[config.mk]
export PLATFORM = sky130hd
export DESIGN_NAME = array_serializer_ctrl_flat
export DESIGN_NICKNAME = d
export VERILOG_FILES = /design/src/rtl/array_serializer_ctrl_if.sv /design/src/rtl/array_serializer_ctrl.sv /design/src/flat_wrapper.sv
export SDC_FILE = /design/constraint.sdc
export NUM_CORES = 1
export LEC_CHECK = 0
export BUFFER_PORTS_ARGS = -buffer_cell sky130_fd_sc_hd__buf_2
export CORE_ASPECT_RATIO = 2
export CORE_MARGIN = 2
export CORE_UTILIZATION = 40
export DETAILED_ROUTE_END_ITERATION = 10
export PLACE_DENSITY = 0.72
export SETUP_SLACK_MARGIN = 0.4
export SLEW_MARGIN = 10
export SYNTH_ARGS = -nofsm -noshare
export SYNTH_HDL_FRONTEND = slang
export SYNTH_SLANG_ARGS = --single-unit
[constraint.sdc]
create_clock -name clk -period 4.02 [get_ports clk]
set_input_delay 0.804 -clock clk [delete_from_list [all_inputs] [get_ports clk]]
set_output_delay 0.804 -clock clk [all_outputs]
set_load 0.02 [all_outputs]
[src/rtl/array_serializer_ctrl_if.sv]
// rtl/array_serializer_ctrl_if.sv - handshake bundle between packed producer, serializer and element consumer
interface array_serializer_ctrl_if #(
  parameter int BIT_WIDTH = 4,
  parameter int COLS      = 8
);
  localparam int IDX_W = (COLS > 1) ? $clog2(COLS) : 1;

  logic [COLS*BIT_WIDTH-1:0] in_data;
  logic                      in_valid;
  logic                      in_ready;
  logic [BIT_WIDTH-1:0]      out_data;
  logic [IDX_W-1:0]          out_index;
  logic                      out_last;
  logic                      out_valid;
  logic                      out_ready;
  logic                      flush;
  logic                      busy;

  // serializer side
  modport slave (
    input  in_data, in_valid, out_ready, flush,
    output in_ready, out_data, out_index, out_last, out_valid, busy
  );

  // producer/consumer side
  modport master (
    output in_data, in_valid, out_ready, flush,
    input  in_ready, out_data, out_index, out_last, out_valid, busy
  );
endinterface

[src/rtl/array_serializer_ctrl.sv]
// rtl/array_serializer_ctrl.sv - streams one packed array word out one element per beat
module array_serializer_ctrl #(
  parameter int BIT_WIDTH = 4,
  parameter int COLS      = 8,
  parameter int REVERSE   = 0
) (
  input logic                   clk,
  input logic                   rst_n,
  array_serializer_ctrl_if.slave bus
);
  localparam int IDX_W = (COLS > 1) ? $clog2(COLS) : 1;
  localparam logic [IDX_W-1:0] START_IDX = (REVERSE != 0) ? IDX_W'(COLS - 1) : '0;
  localparam logic [IDX_W-1:0] FINAL_IDX = (REVERSE != 0) ? '0 : IDX_W'(COLS - 1);

  typedef enum logic [0:0] {IDLE, STREAM} state_t;

  state_t                    state, state_nxt;
  logic [COLS*BIT_WIDTH-1:0] held_word, held_word_nxt;
  logic [IDX_W-1:0]          idx, idx_nxt;
  logic [BIT_WIDTH-1:0]      elem_sel;
  logic                      out_valid_int;
  logic                      at_final;
  logic                      beat;
  logic                      capture;
  logic                      in_ready_int;

  assign out_valid_int = (state == STREAM);
  assign at_final      = (idx == FINAL_IDX);
  assign beat          = out_valid_int & bus.out_ready;

  // The last-beat term lets the next word be taken in the same cycle the
  // current one finishes, so consecutive words stream with no bubble.
  assign in_ready_int  = rst_n & ~bus.flush &
                         ((state == IDLE) | (beat & at_final));
  assign capture       = bus.in_valid & in_ready_int;

  assign bus.in_ready  = in_ready_int;
  assign bus.out_valid = out_valid_int;
  assign bus.busy      = out_valid_int;
  assign bus.out_last  = out_valid_int & at_final;
  assign bus.out_index = idx;
  assign bus.out_data  = elem_sel;

  // Element mux from the held word; compare-based so any COLS lints cleanly.
  always_comb begin
    elem_sel = '0;
    for (int i = 0; i < COLS; i++) begin
      if (idx == IDX_W'(i)) elem_sel = held_word[i*BIT_WIDTH +: BIT_WIDTH];
    end
  end

  // Next state: flush beats capture, capture beats a plain beat advance.
  always_comb begin
    state_nxt     = state;
    idx_nxt       = idx;
    held_word_nxt = held_word;
    if (bus.flush) begin
      state_nxt = IDLE;
      idx_nxt   = START_IDX;
    end else if (capture) begin
      state_nxt     = STREAM;
      idx_nxt       = START_IDX;
      held_word_nxt = bus.in_data;
    end else if (beat) begin
      if (at_final) begin
        state_nxt = IDLE;
        idx_nxt   = START_IDX;
      end else if (REVERSE != 0) begin
        idx_nxt = idx - IDX_W'(1);
      end else begin
        idx_nxt = idx + IDX_W'(1);
      end
    end
  end

  // State, index and held word registers; reset drops the word at once.
  always_ff @(posedge clk or negedge rst_n) begin
    if (!rst_n) begin
      state     <= IDLE;
      idx       <= '0;
      held_word <= '0;
    end else begin
      state     <= state_nxt;
      idx       <= idx_nxt;
      held_word <= held_word_nxt;
    end
  end
endmodule
[src/flat_wrapper.sv]
// flat-port wrapper written by rule: the top's interface ports become plain ports
module array_serializer_ctrl_flat 
#(
  parameter int BIT_WIDTH = 4,
  parameter int COLS      = 8,
  parameter int REVERSE   = 0
)
  (clk, rst_n, bus_in_data, bus_in_valid, bus_out_ready, bus_flush, bus_in_ready, bus_out_data, bus_out_index, bus_out_last, bus_out_valid, bus_busy);
  array_serializer_ctrl_if #(.BIT_WIDTH(BIT_WIDTH), .COLS(COLS)) bus_i ();
  input logic clk;
  input logic rst_n;
  input wire logic [$bits(bus_i.in_data)-1:0] bus_in_data;
  input wire logic [$bits(bus_i.in_valid)-1:0] bus_in_valid;
  input wire logic [$bits(bus_i.out_ready)-1:0] bus_out_ready;
  input wire logic [$bits(bus_i.flush)-1:0] bus_flush;
  output wire logic [$bits(bus_i.in_ready)-1:0] bus_in_ready;
  output wire logic [$bits(bus_i.out_data)-1:0] bus_out_data;
  output wire logic [$bits(bus_i.out_index)-1:0] bus_out_index;
  output wire logic [$bits(bus_i.out_last)-1:0] bus_out_last;
  output wire logic [$bits(bus_i.out_valid)-1:0] bus_out_valid;
  output wire logic [$bits(bus_i.busy)-1:0] bus_busy;
  assign bus_i.in_data = bus_in_data;
  assign bus_i.in_valid = bus_in_valid;
  assign bus_i.out_ready = bus_out_ready;
  assign bus_i.flush = bus_flush;
  assign bus_in_ready = bus_i.in_ready;
  assign bus_out_data = bus_i.out_data;
  assign bus_out_index = bus_i.out_index;
  assign bus_out_last = bus_i.out_last;
  assign bus_out_valid = bus_i.out_valid;
  assign bus_busy = bus_i.busy;
  array_serializer_ctrl #(.BIT_WIDTH(BIT_WIDTH), .COLS(COLS), .REVERSE(REVERSE)) u_core (.clk(clk), .rst_n(rst_n), .bus(bus_i));
endmodule
# Word-level counts from Yosys, hierarchy flattened
# Cells that the tools add are included.
[op_classes]
bitwise_logic = 9
reduce_logical = 5
addsub = 1
n_eq_ne = 7
mux = 16
[ops]
columns = ["op", "count"]
rows = [
  ["$mux 4", 8],
  ["$eq 3x3->1 const B", 4],
  ["$mux 3", 4],
  ["$and 1x1->1", 6],
  ["$eq 3x2->1 const B", 2],
  ["$reduce_bool 3->1", 2],
  ["$mux 1", 4],
  ["$reduce_and 2->1", 2],
  ["$add 3x1->3 const B", 1],
  ["$eq 3x1->1 const B", 1],
  ["$logic_not 3->1", 1],
  ["$not 1->1", 2],
  ["$or 1x1->1", 1],
]
[totals]
word_cells = 41
register_bits = 36

# Logic depth before layout (Yosys ltp)
[depth]
depth_word = 9
ltp_mapped = 8
depth_no_buf = 6

# Worst setup path after synthesis
# Ideal clock, no wire load.
[synth_timing]
kind = "reg2out"
from = "register u_core.idx[0], in the netlist u_core.bus.out_index[0]"
to = "output port bus_out_data[1]"
n_path_buf = 1
t_required_ns = 3.216
t_arrival_ns = 1.995
stages_incl_launch_ff = 8
slack_ns = 1.221
cell_sequence = "dfrtp_1 inv_1 ha_1 clkbuf_1 a21oi_1 a2111oi_0 o22ai_1 a21oi_1"
[synth_via]
elab_chain_len = 9
[synth_lines]
columns = ["item", "line_no", "rtl"]
rows = [
  ["start: declaration", "array_serializer_ctrl.sv:19", "logic [IDX_W-1:0] idx, idx_nxt;"],
  ["start signal: assignment", "array_serializer_ctrl.sv:84", "idx <= idx_nxt;"],
  ["$logic_not 3->1", "array_serializer_ctrl.sv:48", "if (idx == IDX_W'(i)) elem_sel = held_word[i*BIT_WIDTH +: BIT_WIDTH];"],
  ["$mux 4 (7 in a row)", "array_serializer_ctrl.sv:48", ""],
  ["$mux 4 *", "array_serializer_ctrl.sv:48", ""],
  ["end: declaration", "flat_wrapper.sv:17", "output wire logic [$bits(bus_i.out_data)-1:0] bus_out_data;"],
]
# Mark *: on every way between the ends. The rest lies on a longest branch, timed or not.

# Worst setup path in the final report
[layout_timing]
from = "register u_core.idx[1], in the netlist u_core.bus.out_index[1]"
to = "output port bus_out_data[1]"
# The elaborated chain is that of the path after synthesis.

==> impl_metrics.csv <==
group,metric,value,unit
clocking,clockBufferDepth,2,
worst_hold_path,hp-class,"register to register",
logic_synthesis,syn_area,2001,µm²
detailed_routing,ant_nets,0,
grt,grt_pass1_vias,1464,
detailed_routing,drt_iter0_drc,30,
logic_synthesis,synthXorXnorAreaFrac,0,%
detailed_routing,drc,0,
clocking,cts_htree_levels,2,
timing,min_period,3277,ps
clocking,cts_buffers,5,
worst_setup_path,required,3220,ps
clocking,clk_pin_slew,70,ps
logic_synthesis,synth-simple-area-share,12.63,%
logic_synthesis,synthMuxAreaShare,19.51,%
run,cap_violations,0,
clocking,clk_latency,290,ps
detailed_routing,detail_route.wl_per_cell,15.56,µm
worst_setup_path,endpoint_kind,"output port",
detailed_routing,first_pass_iters,4,
clocking,cts_resized,0,
logic_synthesis,syn_nets,216,
power,vdd_drop_max,0.2929,mV
logic_synthesis,synthFlopType,"dfrtp_1",
logic_synthesis,ys_seq_area_share,45.03,%
logic_synthesis,synthArstFlopShare,100.0,%
detailed_routing,totalWireLength,4.263,mm
grt,grt-ovfl-total,0,
die,die_h,104.0,µm
timing,slew_headroom,62.18,%
outcome,status,"completed",
timing,max_freq,305.2,MHz
die,start_util,41.13,%
grt,grt_usage,17.27,%
logic_synthesis,synth_top_family_by_area,"multiplexers",
logic_synthesis,ys_ff_latch,36,
worst_setup_path,crit_type,"register to output port",
die,ios,48,
final_layout,area_growth,14.95,%
placement,gp_congestion,0.7965,
timing,finalCritPeriodShare,81.52,%
logic_synthesis,synthDistinctLibCells,38,
clocking,hold_buffers,0,
logic_synthesis,yosysWarnings,0,
final_layout,layout_common_cells,"buf_2, dfrtp_1, mux2_4, a21oi_1, nand2_1",
placement,dp_hpwl,3.130,mm
power,totalPowerFinal,0.9610,mW
power,leakagePower,1.059,nW
placement,portBuffers,47,
die,dieArea,5618,µm²
logic_synthesis,synth-edff-count,0,
detailed_routing,viasPerCell,5.230,
logic_synthesis,synthAdderAreaFrac,3.752,%
timing,finalSetupViolCount,0,
worst_setup_path,start_kind,"register",
final_layout,n_antenna_cell,0,
detailed_routing,via_count,1433,
final_layout,final_common_cell,"buf_2",
die,die_x,54.01,µm
logic_synthesis,syn_area_per_cell,11.56,µm²
grt,antenna_found_initial,0,
timing,finClkSkew,4.183,ps
timing,fin_tns_setup,0,ps
clocking,cts_tree,"built",
timing,tightest_slew,567.3,ps
worst_setup_path,cp_max_fo,17,
grt,grt_first_pass_wirelength,7.100,mm
die,rows,36,
final_layout,drive_gt1_share,36.41,%
logic_synthesis,synth_compound_area_share,12.26,%
logic_synthesis,synthCells,173,
clocking,cts_sinks,36,
clocking,post-cts-setup-buffers,0,
timing,hold_viol_final,0,
final_layout,nets,259,
grt,grt_max_degree,37,
timing,drv_slew,0,
worst_setup_path,worst_ep_arrival_time,2470,ps
power,power_density,417.9,nW/µm²
die,coreArea,4865,µm²
clocking,cts_root_buf,"clkbuf_8",
worst_setup_path,r2r_slack,1250,ps
timing,rsz0062_at_grt,"false",
-- layer usage --
layer	wire (µm)	vias up	global-route usage [%]
li1	-	695	-
met1	1574	693	19.59
met2	2328	35	29.01
met3	222	10	3.879
met4	137	0	8.214
met5	0	-	0
-- flip-flops by register name, indices dropped and copies added, names as in the netlist --
register / cells
u_core.bus.out_index: 3
u_core.bus.busy: 1
u_core.held_word: 32
-- through the flow --
step | worst slack, ps | hold WS (ps) | instance area (µm²) | cells | utilization [%]
6_report | 743.0 | 489.4 | 2300 | 274 | 47.27
5_1_grt | 515.6 | 513.5 | 2300 | 274 | 47.27
4_1_cts | 740.4 | 493.8 | 2300 | 274 | 47.27
3_5_place_dp | 1074 | 477.4 | 2210 | 266 | 45.42
3_3_place_gp | 1200 | 470.1 | 2210 | 266 | 45.42
2_1_floorplan | 1221 | 449.2 | 2001 | 173 | -
-- synthesized netlist by cell type, types with 3 or more instances --
master	count	share of area, %
dfrtp_1	36	45
mux2_4	20	15
a21oi_1	16	4.0
nand2_1	9	1.7
mux2_1	8	4.5
clkbuf_1	7	1.3
nor2_1	7	1.3
ha_1	6	3.8
inv_1	6	1.1
nand3_1	5	1.3
o21ai_1	5	1.3
nor2b_1	4	1.3
nor3_1	4	1.0
buf_12	3	3.0
nand3b_1	3	1.1
nor3b_1	3	1.1
o31ai_1	3	1.1
-- where the power goes --
| part | total, mW | switching (mW) | leakage (nW) | internal (mW) |
|---|---|---|---|---|
| Clock | 0.261 | 0.122 | 0.0455 | 0.140 |
| Sequential | 0.486 | 0.0495 | 0.436 | 0.437 |
| Combinational | 0.213 | 0.0893 | 0.578 | 0.124 |
| Total | 0.961 | 0.260 | 1.06 | 0.701 |
-- worst paths after layout --
kind | start | endpoint | cells after the start
worst max-delay path | u_core.bus.out_index[1] | bus_out_data[1] | 7
worst min-delay path | u_core.held_word[28] | u_core.held_word[28] | 1
worst max register to register | u_core.bus.out_index[2] | u_core.held_word[26] | 5
worst min register to register | u_core.held_word[28] | u_core.held_word[28] | 1
max in group asynchronous | rst_n | u_core.held_word[11] | 2
min in group asynchronous | rst_n | u_core.bus.busy | 2
-- worst max-delay path, stage by stage (launching register included) --
cell       delay, ps
dfrtp_1          430
inv_1             90
ha_1             510
a21oi_1          140
a2111oi_0        470
o22ai_1          160
a21oi_1          190
buf_2            190
-- cell type report --
type	instances	area [µm²]
inverter	8	31.28
clock buffer	8	90.09
timing repair buffer	48	242.7
fill	466	2565
tap	57	71.32
sequential	36	900.9
multi-input combinational	117	963.4
-- kinds of logic (layout without fill, tap and decap cells) --
| kind of cell | after synthesis | count (layout) |
|---|---|---|
| AO/OA/AOI/OAI | 39 | 39 |
| adder cells (fa/ha/maj) | 6 | 6 |
| buffers and inverters | 20 | 64 |
| flip-flops | 36 | 36 |
| multiplexers | 28 | 28 |
| AND/OR/NAND/NOR | 44 | 44 |
(Power assumes the default switching activity.)
